## config.mk

```make
export PLATFORM = sky130hd
export DESIGN_NAME = idma_sram_rd_stream_flat
export DESIGN_NICKNAME = d
export VERILOG_FILES = /design/src/rtl/idma_sram_rd_stream_pkg.sv /design/src/rtl/idma_sram_rd_stream_if.sv /design/src/rtl/idma_sync_fifo.sv /design/src/rtl/idma_sram_rd_stream.sv /design/src/flat_wrapper.sv
export SDC_FILE = /design/constraint.sdc
export NUM_CORES = 1
export LEC_CHECK = 0
export BUFFER_PORTS_ARGS = -buffer_cell sky130_fd_sc_hd__clkbuf_2
export CAP_MARGIN = 30
export CORE_ASPECT_RATIO = 1.4
export CORE_MARGIN = 1
export CORE_UTILIZATION = 45
export DETAILED_ROUTE_END_ITERATION = 8
export PLACE_DENSITY_LB_ADDON = 0.05
export SETUP_SLACK_MARGIN = 0.02
export SLEW_MARGIN = 40
export SYNTH_ARGS = -nofsm -noshare
export SYNTH_HDL_FRONTEND = slang
export SYNTH_SLANG_ARGS = --single-unit
export TNS_END_PERCENT = 1
```

## constraint.sdc

```tcl
create_clock -name clk -period 2.7 [get_ports clk]
set_clock_uncertainty 0.2 [all_clocks]
set_input_delay 0.135 -clock clk [delete_from_list [all_inputs] [get_ports clk]]
set_output_delay 0.135 -clock clk [all_outputs]
set_load 0.005 [all_outputs]
```

## src/rtl/idma_sram_rd_stream_pkg.sv

```systemverilog
// Shared iDMA definitions: staging SRAM geometry, read-engine FSM states and
// the output FIFO entry layout.
package idma_sram_rd_stream_pkg;

  localparam int SRAM_DEPTH = 1024;
  localparam int SRAM_AW    = 10;
  localparam int SRAM_DW    = 128;
  localparam int SRAM_STRB  = 16;

  typedef enum logic {
    IDLE  = 1'b0,
    BURST = 1'b1
  } state_e;

  typedef struct packed {
    logic [SRAM_DW-1:0] data;
    logic               last;
  } fifo_entry_t;

endpackage

```

## src/rtl/idma_sram_rd_stream_if.sv

```systemverilog
// Command, SRAM read port and output stream of the iDMA SRAM read engine.
// The master modport is the engine; the slave modport is its surroundings.
interface idma_sram_rd_stream_if
  import idma_sram_rd_stream_pkg::*;
#(
  parameter int AW = SRAM_AW,
  parameter int DW = SRAM_DW
);

  logic          cmd_valid;
  logic          cmd_ready;
  logic [AW-1:0] cmd_addr;
  logic [AW-1:0] cmd_len;
  logic          sram_cen;
  logic          sram_wen;
  logic [AW-1:0] sram_addr;
  logic [DW-1:0] sram_rdata;
  logic          out_valid;
  logic          out_ready;
  logic [DW-1:0] out_data;
  logic          out_last;

  modport master (
    input  cmd_valid, cmd_addr, cmd_len, sram_rdata, out_ready,
    output cmd_ready, sram_cen, sram_wen, sram_addr, out_valid, out_data, out_last
  );

  modport slave (
    output cmd_valid, cmd_addr, cmd_len, sram_rdata, out_ready,
    input  cmd_ready, sram_cen, sram_wen, sram_addr, out_valid, out_data, out_last
  );

endinterface

```

## src/rtl/idma_sync_fifo.sv

```systemverilog
// Register FIFO with occupancy count; pop on empty is ignored, push is never
// refused (the producer guarantees space).
module idma_sync_fifo #(
  parameter int DEPTH = 4,
  parameter int WIDTH = 8,
  localparam int PW = (DEPTH > 1) ? $clog2(DEPTH) : 1,
  localparam int CW = $clog2(DEPTH + 1)
) (
  input  logic             clk,
  input  logic             rst_n,
  input  logic             push,
  input  logic [WIDTH-1:0] push_data,
  input  logic             pop,
  output logic [WIDTH-1:0] pop_data,
  output logic             empty,
  output logic [CW-1:0]    count
);

  logic [WIDTH-1:0] mem_reg [DEPTH];
  logic [PW-1:0]    wr_ptr_reg;
  logic [PW-1:0]    rd_ptr_reg;
  logic [CW-1:0]    count_reg;
  logic             pop_ok;

  // Pointers wrap explicitly so non-power-of-two depths work.
  function automatic logic [PW-1:0] ptr_inc(input logic [PW-1:0] p);
    return (p == PW'(DEPTH - 1)) ? '0 : p + 1'b1;
  endfunction

  assign pop_ok   = pop && (count_reg != '0);
  assign pop_data = mem_reg[rd_ptr_reg];
  assign empty    = (count_reg == '0);
  assign count    = count_reg;

  always_ff @(posedge clk or negedge rst_n) begin
    if (!rst_n) begin
      for (int i = 0; i < DEPTH; i++) begin
        mem_reg[i] <= '0;
      end
      wr_ptr_reg <= '0;
      rd_ptr_reg <= '0;
      count_reg  <= '0;
    end else begin
      if (push) begin
        mem_reg[wr_ptr_reg] <= push_data;
        wr_ptr_reg          <= ptr_inc(wr_ptr_reg);
      end
      if (pop_ok) begin
        rd_ptr_reg <= ptr_inc(rd_ptr_reg);
      end
      case ({push, pop_ok})
        2'b10:   count_reg <= count_reg + 1'b1;
        2'b01:   count_reg <= count_reg - 1'b1;
        default: ;
      endcase
    end
  end

endmodule

```

## src/rtl/idma_sram_rd_stream.sv

```systemverilog
// Burst read engine: SRAM reads paced by FIFO credit, data streamed out with a
// last marker. Optional stall counter under `ifdef IDMA_SRAM_RD_PERF_EN.
module idma_sram_rd_stream
  import idma_sram_rd_stream_pkg::*;
#(
  parameter int FIFO_DEPTH = 4,
  parameter int AW         = SRAM_AW,
  parameter int DW         = SRAM_DW
) (
  input  logic                 clk,
  input  logic                 rst_n,
  idma_sram_rd_stream_if.master bus
`ifdef IDMA_SRAM_RD_PERF_EN
  ,
  output logic [31:0]          perf_stall_cnt
`endif
);

  localparam int CW = $clog2(FIFO_DEPTH + 1);
  localparam int EW = DW + 1;

  state_e        state_reg;
  logic          cmd_ready_reg;
  logic [AW-1:0] rd_ptr_reg;
  logic [AW-1:0] beats_left_reg;
  logic [AW-1:0] addr_hold_reg;
  logic          pend_reg;
  logic          pend_last_reg;

  logic [CW-1:0] fifo_count;
  logic          fifo_empty;
  logic [EW-1:0] fifo_head;
  fifo_entry_t   head;
  logic [CW:0]   occupancy;
  logic          credit;
  logic          issue;
  logic          issue_last;
  logic          pop;

  // A read in flight (pend) already owns a FIFO slot.
  assign occupancy  = {1'b0, fifo_count} + {{CW{1'b0}}, pend_reg};
  assign credit     = occupancy < (CW + 1)'(FIFO_DEPTH);
  assign issue      = (state_reg == BURST) && credit;
  assign issue_last = issue && (beats_left_reg == '0);
  assign pop        = !fifo_empty && bus.out_ready;

  always_ff @(posedge clk or negedge rst_n) begin
    if (!rst_n) begin
      state_reg      <= IDLE;
      cmd_ready_reg  <= 1'b1;
      rd_ptr_reg     <= '0;
      beats_left_reg <= '0;
      addr_hold_reg  <= '0;
      pend_reg       <= 1'b0;
      pend_last_reg  <= 1'b0;
    end else begin
      pend_reg      <= issue;
      pend_last_reg <= issue_last;
      case (state_reg)
        IDLE: begin
          if (bus.cmd_valid) begin
            rd_ptr_reg     <= bus.cmd_addr;
            beats_left_reg <= bus.cmd_len;
            cmd_ready_reg  <= 1'b0;
            state_reg      <= BURST;
          end
        end
        BURST: begin
          if (issue) begin
            rd_ptr_reg     <= rd_ptr_reg + 1'b1;
            beats_left_reg <= beats_left_reg - 1'b1;
            addr_hold_reg  <= rd_ptr_reg;
            if (beats_left_reg == '0) begin
              cmd_ready_reg <= 1'b1;
              state_reg     <= IDLE;
            end
          end
        end
        default: state_reg <= IDLE;
      endcase
    end
  end

  idma_sync_fifo #(
    .DEPTH (FIFO_DEPTH),
    .WIDTH (EW)
  ) u_fifo (
    .clk       (clk),
    .rst_n     (rst_n),
    .push      (pend_reg),
    .push_data ({bus.sram_rdata, pend_last_reg}),
    .pop       (pop),
    .pop_data  (fifo_head),
    .empty     (fifo_empty),
    .count     (fifo_count)
  );

  assign head          = fifo_head;
  assign bus.cmd_ready = cmd_ready_reg;
  assign bus.sram_cen  = issue;
  assign bus.sram_wen  = 1'b0;
  assign bus.sram_addr = issue ? rd_ptr_reg : addr_hold_reg;
  assign bus.out_valid = !fifo_empty;
  assign bus.out_data  = head.data;
  assign bus.out_last  = head.last;

`ifdef IDMA_SRAM_RD_PERF_EN
  always_ff @(posedge clk or negedge rst_n) begin
    if (!rst_n) begin
      perf_stall_cnt <= '0;
    end else if (!fifo_empty && !bus.out_ready && (perf_stall_cnt != 32'hFFFF_FFFF)) begin
      perf_stall_cnt <= perf_stall_cnt + 32'd1;
    end
  end
`endif

endmodule

```

## src/flat_wrapper.sv

```systemverilog
// flat-port wrapper written by rule: the top's interface ports become plain ports
module idma_sram_rd_stream_flat import idma_sram_rd_stream_pkg::*;
#(
  parameter int FIFO_DEPTH = 4,
  parameter int AW         = SRAM_AW,
  parameter int DW         = SRAM_DW
)
  (clk, rst_n, bus_cmd_valid, bus_cmd_addr, bus_cmd_len, bus_sram_rdata, bus_out_ready, bus_cmd_ready, bus_sram_cen, bus_sram_wen, bus_sram_addr, bus_out_valid, bus_out_data, bus_out_last);
  idma_sram_rd_stream_if #(.AW(AW), .DW(DW)) bus_i ();
  input  logic clk;
  input  logic rst_n;
  input wire logic [$bits(bus_i.cmd_valid)-1:0] bus_cmd_valid;
  input wire logic [$bits(bus_i.cmd_addr)-1:0] bus_cmd_addr;
  input wire logic [$bits(bus_i.cmd_len)-1:0] bus_cmd_len;
  input wire logic [$bits(bus_i.sram_rdata)-1:0] bus_sram_rdata;
  input wire logic [$bits(bus_i.out_ready)-1:0] bus_out_ready;
  output wire logic [$bits(bus_i.cmd_ready)-1:0] bus_cmd_ready;
  output wire logic [$bits(bus_i.sram_cen)-1:0] bus_sram_cen;
  output wire logic [$bits(bus_i.sram_wen)-1:0] bus_sram_wen;
  output wire logic [$bits(bus_i.sram_addr)-1:0] bus_sram_addr;
  output wire logic [$bits(bus_i.out_valid)-1:0] bus_out_valid;
  output wire logic [$bits(bus_i.out_data)-1:0] bus_out_data;
  output wire logic [$bits(bus_i.out_last)-1:0] bus_out_last;
  assign bus_i.cmd_valid = bus_cmd_valid;
  assign bus_i.cmd_addr = bus_cmd_addr;
  assign bus_i.cmd_len = bus_cmd_len;
  assign bus_i.sram_rdata = bus_sram_rdata;
  assign bus_i.out_ready = bus_out_ready;
  assign bus_cmd_ready = bus_i.cmd_ready;
  assign bus_sram_cen = bus_i.sram_cen;
  assign bus_sram_wen = bus_i.sram_wen;
  assign bus_sram_addr = bus_i.sram_addr;
  assign bus_out_valid = bus_i.out_valid;
  assign bus_out_data = bus_i.out_data;
  assign bus_out_last = bus_i.out_last;
  idma_sram_rd_stream #(.FIFO_DEPTH(FIFO_DEPTH), .AW(AW), .DW(DW)) u_core (.clk(clk), .rst_n(rst_n), .bus(bus_i));
endmodule
```

==> flow_summary.ini <==
[global_route]
grt_pass1_vias = 16100
grt.total_usage_pct = 21.2
grt_max_degree = 101
antenna_found_initial = 3
grt.overflow.total = 0
grt_first_pass_wirelength_mm = 90.8

[timing]
worst_slew_pin_slew_ns = 0.791
final-setup-viol-count = 0
max_slew_margin_pct = 47.3
finalSetupTns_ns = 0
fin_crit_ns = 2.57
fmax_mhz = 389
timing.final.crit_share_pct = 95.1
whs_ns = 0.0359
rsz0062_at_grt = yes
finalHoldViolations = 0
slew_violations = 0

[pwr]
clockPowerShare_pct = 20.3
peakVddDrop_v = 0.000625
switching_share_pct = 30.7
sequentialPowerShare_pct = 37.9
internal_power_mw = 27.1
p_leak_nw = 13.3
p_sw_mw = 12.0
p_comb_share_pct = 41.8
power.density_nw_per_um2 = 1280

[yosys]
ys_seq_area_share_pct = 57.2
ys_types = 49
syn_avg_cell_area_um2 = 16.5
yosys_warnings = 0
synth-edff-count = 0
synth_area_leaders = dfrtp_1 57%, mux2_2 24%, mux4_2 12%, buf_2 1.4%, xor2_1 0.43%
yosysMostFrequentCell = dfrtp_1
netlist.area_leader.share_pct = 57.1
synth_ff_type = dfrtp_1
synth_area_leader_cell = dfrtp_1
synthCells = 1481
syn_area_um2 = 24400
ys_ff_latch = 557
synth_common_cells = 556 x dfrtp_1, 525 x mux2_2, 129 x mux4_2, 68 x buf_2, 22 x clkbuf_1
syn_nets = 1642
async_reset_ff_share_pct = 100

[finish]
drive_gt1_share_pct = 54.8
largest_reg_flops = 516
synthToLayoutAreaGrowth_pct = 25.4
final_area_um2 = 30600
nets = 2107

[detailed_routing]
vias_per_cell = 5.30
wl_mm = 56.0
antenna_left = 0
drc_errors = 0
vias = 14300
avgRoutedWirePerCell_um = 20.7
dr.pass1.iters = 4
initialDrtViolationCount = 429

[cts]
clock_latency_ns = 0.60
cts_root_buf = clkbuf_16
cts.sinks = 557
h-tree-depth = 2
tritoncts = done
clk_pin_slew_ns = 0.06
cts_buffer_depth = 3
numCtsBuffers = 56

[worst_setup_path]
critPathLaunch = u_core.u_fifo.rd_ptr_reg[0]
path_cells = buf_16 > mux4_2 > clkbuf_2
crit_fanout = 33
endpoint_kind = output pin
reg2reg_from = u_core.u_fifo.count[0]
max_stage_delay_ns = 0.58
cp_data_required_time_ns = 2.37
cp.arrival_ns = 2.23
path_class = reg -> out
critPathSlowestCell = dfrtp_4
setup.worst_path.start_class = flip-flop

[die]
row_count = 100
ios = 295
fp.coreArea_um2 = 53300
chipWidth_um = 199
die_area_um2 = 55100
initial_core_util_pct = 45.7
die-height_um = 277

[placement]
place_area_um2 = 27000
io_buffers = 293
gp_congestion = 0.740
dpl.hpwl_mm = 35.4

[flow_run]
drv_cap = 0

[outcome]
status = complete, no violations

[min_path]
min_path_type = in -> async
## layout by cell type, fill, tap and decap left out, types with 9 or more instances in the layout
cell / synthesis / final
buf_4: 1 / 21
xor2_1: 12 / 12
a21oi_1: 14 / 14
dlygate4sd3_1: 0 / 165
mux4_2: 129 / 129
nand2_1: 18 / 14
o21ai_0: 9 / 9
buf_12: 0 / 26
clkbuf_16: 0 / 57
clkbuf_1: 22 / 18
clkbuf_2: 0 / 292
mux2_2: 525 / 525
nor2_1: 9 / 9
dfrtp_1: 556 / 554
a211oi_1: 9 / 9
clkbuf_8: 0 / 14
nor2b_1: 13 / 13
inv_1: 13 / 13
## repair_timing
| item | 4_1_cts | 5_1_grt |
|---|---|---|
| resized for setup | 2 | 0 |
| buffers inserted | 0 | 2 |
| hold buffers | 166 | 0 |
| hold endpoints to repair | 1096 | 0 |
| cloned | 0 | 0 |
| endpoints found under the setup margin | 19 | 63 |
## layer usage
metal	share of wire [%]	track usage, %
met1	42	26.9
met2	51	36.5
met3	5.0	4.68
met4	2.0	5.31
met5	0.020	0
## metrics by stage
step                power (mW)  instances  utilization [%]  setup WS, ns
floorplan                 25.2       1481                -         0.655
CTS                       39.7       2701             57.3       0.00705
global placement          30.8       2434             50.6         0.561
global route              41.6       2705             57.3       0.00775
detailed placement        31.3       2434             50.6         0.516
finish                    39.0       2705             57.3         0.132
## power by group through the flow
stage	registers, mW	logic, mW	clock network (mW)
after floorplan	14.0	11.2	0
after global placement	14.7	16.1	0
after detailed placement	14.9	16.4	0
after CTS	14.8	16.7	8.20
after global routing	15.4	17.7	8.53
final	14.8	16.3	7.94
## kinds of logic after synthesis
logic type | Yosys count | share of synthesized area [%]
fa+ha+maj | 9 | 0.493
mux | 667 | 36.7
simple gates | 71 | 1.61
other cells | 1 | 0.0154
compound gates | 50 | 1.36
xor+xnor | 13 | 0.467
buf+inv | 113 | 2.14
flops | 557 | 57.2
## final cells by class
class / count / area (um^2)
Antenna cell: 2 / 5.00
Clock buffer: 89 / 1690
Clock inverter: 12 / 194
Fill cell: 4391 / 22700
Inverter: 14 / 55.1
Multi-Input combinational cell: 811 / 9950
Sequential cell: 557 / 13900
Tap cell: 714 / 893
Timing Repair Buffer: 506 / 3830
## final timing paths
path	end	cells after the start	slack, ns
max	bus_out_data[102]	3	0.13
min	u_core.u_fifo.mem_reg[264]	3	0.04
max reg2reg	u_core.beats_left_reg[3]	6	0.16
min reg2reg	u_core.addr_hold_reg[7]	2	0.27
max in group asynchronous	u_core.u_fifo.mem_reg[469]	3	1.69
min in group clk	u_core.u_fifo.mem_reg[367]	3	0.16
## worst max-delay path, delay by kind of cell (launching register included)
family	cells	cell delay [ns]
DFF	1	0.58
muxes	1	0.55
buffers and inverters	2	0.48
Power figures use the tool's default switching activity.
